## src/rtl/spi_slave_pkg.sv

```systemverilog
// Shared definitions for the SPI responder: FSM encoding, bit counter width, underrun fill byte.
// Latency: n/a (types and constants only).
// Backpressure: n/a.
package spi_slave_pkg;

    // Byte shifted to the host when nothing was queued for transmission
    localparam logic [7:0] SPI_IDLE_BYTE = 8'hFF;

    // Bits per frame is 8, so a 3-bit counter wraps exactly at the byte boundary
    localparam int BIT_CNT_W = 3;

    typedef enum logic {
        ST_IDLE = 1'b0,
        ST_SEL  = 1'b1
    } spi_state_t;

endpackage

```

## src/rtl/spi_slave_sync_edge.sv

```systemverilog
// N-stage synchronizer for one async input, plus a history flop giving rise/fall strobes.
// Latency: STAGES clk to q, strobes valid in the cycle q changes; strobe registered use adds 1 clk.
// Backpressure: none; strobes are single-cycle and must be consumed when asserted.
module spi_slave_sync_edge #(
    parameter int   STAGES  = 2,
    parameter logic RST_VAL = 1'b0
) (
    input  logic clk,
    input  logic reset,
    input  logic d,
    output logic q,
    output logic rise,
    output logic fall
);

    logic [STAGES-1:0] chain;
    logic              hist;

    // Shift the async input through the synchronizer and remember the previous synced value
    always_ff @(posedge clk) begin
        if (reset) begin
            chain <= {STAGES{RST_VAL}};
            hist  <= RST_VAL;
        end else begin
            chain <= {chain[STAGES-2:0], d};
            hist  <= chain[STAGES-1];
        end
    end

    assign q    = chain[STAGES-1];
    assign rise = q & ~hist;
    assign fall = ~q & hist;

endmodule

```

## src/rtl/spi_slave.sv

```systemverilog
// SPI mode-0 responder: oversampled SCK/SS_n/MOSI, 8-bit MSB-first frames, one-deep TX buffer.
// Latency: pin edge to action SYNC_STAGES+1 clk; received byte on do_dat then dsr pulse 1 clk later.
// Backpressure: wr honoured only while tx_ready=1; an empty buffer at a byte start sends IDLE_BYTE.
module spi_slave
    import spi_slave_pkg::*;
#(
    parameter int         SYNC_STAGES = 2,
    parameter logic [7:0] IDLE_BYTE   = SPI_IDLE_BYTE
) (
    input  logic       clk,
    input  logic       reset,
    input  logic       ss_n,
    input  logic       sck,
    input  logic       mosi,
    output logic       miso,
    output logic       miso_oe,
    input  logic [7:0] di,
    input  logic       wr,
    output logic       tx_ready,
    output logic [7:0] do_dat,
    output logic       dsr,
    output logic       underrun,
    output logic       busy
);

    logic ss_unused_q, ss_rise, ss_fall;
    logic sck_unused_q, sck_rise, sck_fall;
    logic mosi_q, mosi_unused_rise, mosi_unused_fall;

    // ss_n idles high, so its synchronizer resets high to avoid a false select at reset release
    spi_slave_sync_edge #(.STAGES(SYNC_STAGES), .RST_VAL(1'b1)) u_sync_ss (
        .clk(clk), .reset(reset), .d(ss_n), .q(ss_unused_q), .rise(ss_rise), .fall(ss_fall)
    );

    spi_slave_sync_edge #(.STAGES(SYNC_STAGES), .RST_VAL(1'b0)) u_sync_sck (
        .clk(clk), .reset(reset), .d(sck), .q(sck_unused_q), .rise(sck_rise), .fall(sck_fall)
    );

    // Same depth as sck so the sampled data bit lines up with the sck rise strobe
    spi_slave_sync_edge #(.STAGES(SYNC_STAGES), .RST_VAL(1'b0)) u_sync_mosi (
        .clk(clk), .reset(reset), .d(mosi), .q(mosi_q), .rise(mosi_unused_rise), .fall(mosi_unused_fall)
    );

    spi_state_t           state, state_nxt;
    logic [BIT_CNT_W-1:0] bit_cnt;
    logic [7:0]           rxsh;
    logic [7:0]           txsh;
    logic [7:0]           tx_buf;
    logic                 load_pend;  // a byte completed; next byte loads at the following sck fall
    logic                 load_q;     // shifter was loaded last clk; present its MSB on miso
    logic                 done_q;     // do_dat updated last clk; fire dsr now

    logic enter, desel, sel_active, load, shift, rx_evt;

    assign enter      = (state == ST_IDLE) && ss_fall;
    assign desel      = (state == ST_SEL) && ss_rise;
    // Deselect has priority over any sck edge seen in the same clk
    assign sel_active = (state == ST_SEL) && !ss_rise;
    assign load       = enter || (sel_active && sck_fall && load_pend);
    assign shift      = sel_active && sck_fall && !load_pend;
    assign rx_evt     = sel_active && sck_rise;

    // State register
    always_ff @(posedge clk) begin
        if (reset) begin
            state <= ST_IDLE;
        end else begin
            state <= state_nxt;
        end
    end

    // Next-state: select on synced ss_n fall, release on synced ss_n rise regardless of bit count
    always_comb begin
        state_nxt = state;
        case (state)
            ST_IDLE: if (ss_fall) state_nxt = ST_SEL;
            ST_SEL:  if (ss_rise) state_nxt = ST_IDLE;
            default: state_nxt = ST_IDLE;
        endcase
    end

    // State-decoded outputs
    always_comb begin
        miso_oe = (state == ST_SEL);
        busy    = (state == ST_SEL) && (bit_cnt != '0);
    end

    // Datapath: TX buffer handshake, shifters, bit counter, receive strobe
    always_ff @(posedge clk) begin
        if (reset) begin
            miso      <= 1'b0;
            do_dat    <= 8'h00;
            dsr       <= 1'b0;
            tx_ready  <= 1'b1;
            underrun  <= 1'b0;
            bit_cnt   <= '0;
            rxsh      <= 8'h00;
            txsh      <= 8'h00;
            tx_buf    <= 8'h00;
            load_pend <= 1'b0;
            load_q    <= 1'b0;
            done_q    <= 1'b0;
        end else begin
            load_q <= load;
            done_q <= 1'b0;
            dsr    <= done_q;

            if (load) begin
                load_pend <= 1'b0;
                if (!tx_ready) begin
                    // Queued byte goes out; a same-clk wr refills the buffer behind it
                    txsh     <= tx_buf;
                    tx_ready <= !wr;
                    if (wr) begin
                        tx_buf   <= di;
                        underrun <= 1'b0;
                    end
                end else begin
                    txsh     <= IDLE_BYTE;
                    underrun <= 1'b1;
                    if (wr) begin
                        tx_buf   <= di;
                        tx_ready <= 1'b0;
                        underrun <= 1'b0;
                    end
                end
            end else if (wr && tx_ready) begin
                tx_buf   <= di;
                tx_ready <= 1'b0;
                underrun <= 1'b0;
            end

            if (load_q && state == ST_SEL) begin
                miso <= txsh[7];
            end

            if (shift) begin
                txsh <= {txsh[6:0], 1'b0};
                miso <= txsh[6];
            end

            if (rx_evt) begin
                rxsh    <= {rxsh[6:0], mosi_q};
                bit_cnt <= bit_cnt + 1'b1;
                if (bit_cnt == '1) begin
                    do_dat    <= {rxsh[6:0], mosi_q};
                    done_q    <= 1'b1;
                    load_pend <= 1'b1;
                end
            end

            // Partial byte is dropped; buffer contents are left for the next select
            if (desel) begin
                bit_cnt   <= '0;
                rxsh      <= 8'h00;
                miso      <= 1'b0;
                load_pend <= 1'b0;
                done_q    <= 1'b0;
            end
        end
    end

endmodule

```

## config.mk

```make
export PLATFORM = sky130hd
export DESIGN_NAME = spi_slave
export DESIGN_NICKNAME = d
export VERILOG_FILES = /design/src/rtl/spi_slave_pkg.sv /design/src/rtl/spi_slave_sync_edge.sv /design/src/rtl/spi_slave.sv
export SDC_FILE = /design/constraint.sdc
export NUM_CORES = 1
export LEC_CHECK = 0
export ABC_CLOCK_PERIOD_IN_PS = 3750
export BUFFER_PORTS_ARGS = -buffer_cell sky130_fd_sc_hd__buf_2
export CAP_MARGIN = 20
export CORE_ASPECT_RATIO = 0.75
export CORE_MARGIN = 2
export CORE_UTILIZATION = 45
export DETAILED_ROUTE_END_ITERATION = 8
export MAX_ROUTING_LAYER = met4
export PLACE_DENSITY = 0.61
export SYNTH_ARGS = -nofsm -noshare
export SYNTH_HDL_FRONTEND = slang
export SYNTH_SLANG_ARGS = --single-unit
```

## constraint.sdc

```tcl
create_clock -name clk -period 3.75 [get_ports clk]
set_clock_uncertainty 0.2 [all_clocks]
set_input_delay 0.375 -clock clk [delete_from_list [all_inputs] [get_ports clk]]
set_output_delay 0.375 -clock clk [all_outputs]
set_load 0.01 [all_outputs]
```

==> out/summary.txt <==
Status -> completed
Final setup vio count -> 0
WP data arrival -> 2.13 ns
Die height -> 62.9 um
Pre-Repair DR Iteration Count -> 4
Area Overhead vs Synth -> 11.2%
Critical Path Start Type -> flip-flop
Placed inst area -> 0.00220 mm2
R2R Path Start -> miso_oe
Register cell area after layout -> 0.00100 mm2
Syn Inst Count -> 217
Syn Area/Cell -> 9.60 um2
WP buf/inv -> 0
R2r endpoint -> rxsh[4]
Library cells used by synthesis -> 42
Hold path endpoint -> u_sync_ss.chain[0]
Syn nets -> 234
Pwr/cell area -> 435 mW/mm2
Final Instance Area -> 0.00232 mm2
CTS HTree Levels -> 2
Number of port buffers -> 27
Setup Buffers After CTS -> 0
Worst-Skew Late Latency -> 0.30 ns
Worst Path Required -> 3.74 ns
Most frequent cells in the layout -> 50 x dfxtp_1, 27 x buf_2, 23 x nand2b_1
Post-Syn Area -> 0.00208 mm2
Post-route antenna net violation count -> 0
Largest fanout on the critical path -> 18
Synth async-reset ratio -> 0
Pleak -> 0.881 nW
Core Rows -> 21
Clock transition at the registers of the reported paths -> 0.09 ns
RSZ-0062 raised after global routing -> false
Antenna diodes -> 0
First-pass GRT wire length -> 6930 um
Initial antenna violation count -> 0
FF-to-FF path depth -> 4
Initial Utilization -> 0.466
Hold_sp -> ss_n
Slew Limit Fails -> 0
Reg2reg setup slack -> 1.61 ns
Post-synth EDFFs -> 0
Final Hold Fails -> 0
Gr usage total -> 0.180
Yosys warns -> 0
Die width -> 82.6 um
Area of the multi-input gates -> 977 um2
Largest net degree at the start of global routing -> 49
Register bit count reported by yosys -> 50
# IOs -> 28
Prevailing post-synth register cell -> dfxtp_1
Final net count -> 252
Crit Path Category -> reg -> reg
CTS sink cnt -> 50
Seq/Total Area, Yosys -> 0.480
Minimum clock period -> 2.14 ns
Fillers -> 439
Post-CTS Hold Fix Bufs -> 0
Gpl congestion -> 0.807
Slowest CP cell -> and2_1
Setup TNS -> 0 ns
Crit share post-route -> 0.571
Routed via count -> 1501
Vias per inst -> 5.12
Cts bufs inserted -> 5
CTS Buffer Depth -> 2
Relative slew slack -> 0.500
Most common cell after layout, fill and taps aside -> dfxtp_1
Hold path cells -> 2
GRT overflow -> 0
Initial DRC Count -> 82
Layout cells sized above 1 -> 0.195
CTS tree -> built
Avg WL per Cell -> 13.2 um
Slowest stage delay, CP -> 0.64 ns
Peak VDD IR -> 0.252 mV
Hpwl dp -> 2600 um
Final WL -> 3870 um
Core area -> 0.00447 mm2
HP Class -> in -> reg
Fmax achieved -> 0.467 GHz
Drt drc -> 0
Clk root buf -> clkbuf_8
Crit-path cells -> and3b_1 > and2_1 > mux2i_1 > nor2_1
Number of global-route vias before repair -> 1444
Die area -> 0.00520 mm2
Slew @ Worst Pin -> 0.751 ns
Top delay family on crit path -> simple AND/OR/NAND/NOR gates
Crit path capture type -> flip-flop
Post-CTS resize count -> 0
MaxCap Viol Count -> 0
-- worst reg2reg max path, cell delays in order (launching register included) --
cell and delay, ns:
dfxtp_1 0.58, and3b_1 0.29, and2_1 0.64, mux2i_1 0.27
nor2_1 0.05
-- layout make-up --
cell class | count | share of cell area
Sequential cell | 50 | 0.432
Multi-Input combinational cell | 147 | 0.422
Timing Repair Buffer | 27 | 0.0583
Tap cell | 57 | 0.0308
Clock buffer | 5 | 0.0297
Clock inverter | 3 | 0.0205
Inverter | 4 | 0.00648
-- cells by family (layout without fill, tap and decap cells) --
logic type               count (synthesis)  after routing  share of synthesized area
AO/OA/AOI/OAI                           35             35                      0.117
XOR/XNOR                                 1              1                    0.00420
adder cells (fa/ha/maj)                  3              3                     0.0180
buffers and inverters                   20             39                     0.0504
flip-flops                              50             50                      0.480
multiplexers                            15             15                     0.0721
AND/OR/NAND/NOR                         93             93                      0.258
-- stage by stage --
stage | cells | total power, mW | worst slack [ns] | hold slack (ns) | util
after global routing | 293 | 1.05 | 1.35 | 0.0442 | 0.518
after global placement | 285 | 0.632 | 1.65 | 0.208 | 0.492
after detailed placement | 285 | 0.633 | 1.62 | 0.206 | 0.492
after floorplan | 217 | 0.617 | 2.06 | 0.189 | -
after CTS | 293 | 1.02 | 1.61 | 0.0400 | 0.518
final | 293 | 1.01 | 1.61 | 0.0511 | 0.518
-- power breakdown --
part           internal [mW]  leakage (nW)  switching [mW]
combinational         0.0298         0.416          0.0312
sequential             0.547         0.407          0.0134
clock                  0.202        0.0587           0.185
-- synth_stat cells (3+ instances only) --
master	count	area share
buf_2	3	0.0072
a21oi_1	16	0.038
nor3_1	9	0.022
nand3_1	9	0.022
mux2i_1	15	0.072
dfxtp_1	50	0.48
nand2b_1	23	0.069
clkbuf_1	8	0.014
or2_2	3	0.0090
inv_1	4	0.0072
buf_4	3	0.011
ha_1	3	0.018
nor2b_1	7	0.021
nor2_1	14	0.025
nand2_1	10	0.018
o32ai_1	4	0.017
nor4_1	5	0.015
-- state kept, by name (all words and copies together), names as in the netlist, 2 cells and up --
name               flops
rxsh                   7
u_sync_sck.chain       2
txsh                   8
u_sync_ss.chain        2
tx_buf                 8
bit_cnt                3
do_dat                 8
u_sync_mosi.chain      2
-- per-layer routing --
layer,vias up,GRT usage,share of wire
li1,794,-,-
met1,670,0.267,0.54
met2,33,0.223,0.39
met3,4,0.0650,0.053
met4,0,0.0553,0.011
met5,-,-,0
-- worst max path at each step --
stage	cells past startpoint	slack, ns	from	endpoint
4_1_cts	4	1.61	miso_oe	rxsh[4]
2_1_floorplan	5	2.06	miso_oe	txsh[7]
3_3_place_gp	4	1.65	miso_oe	rxsh[1]
6_report	4	1.61	miso_oe	rxsh[4]
5_1_grt	4	1.35	miso_oe	tx_buf[6]
3_5_place_dp	4	1.62	miso_oe	rxsh[4]
Note: power is estimated with default switching activity, not from simulation.
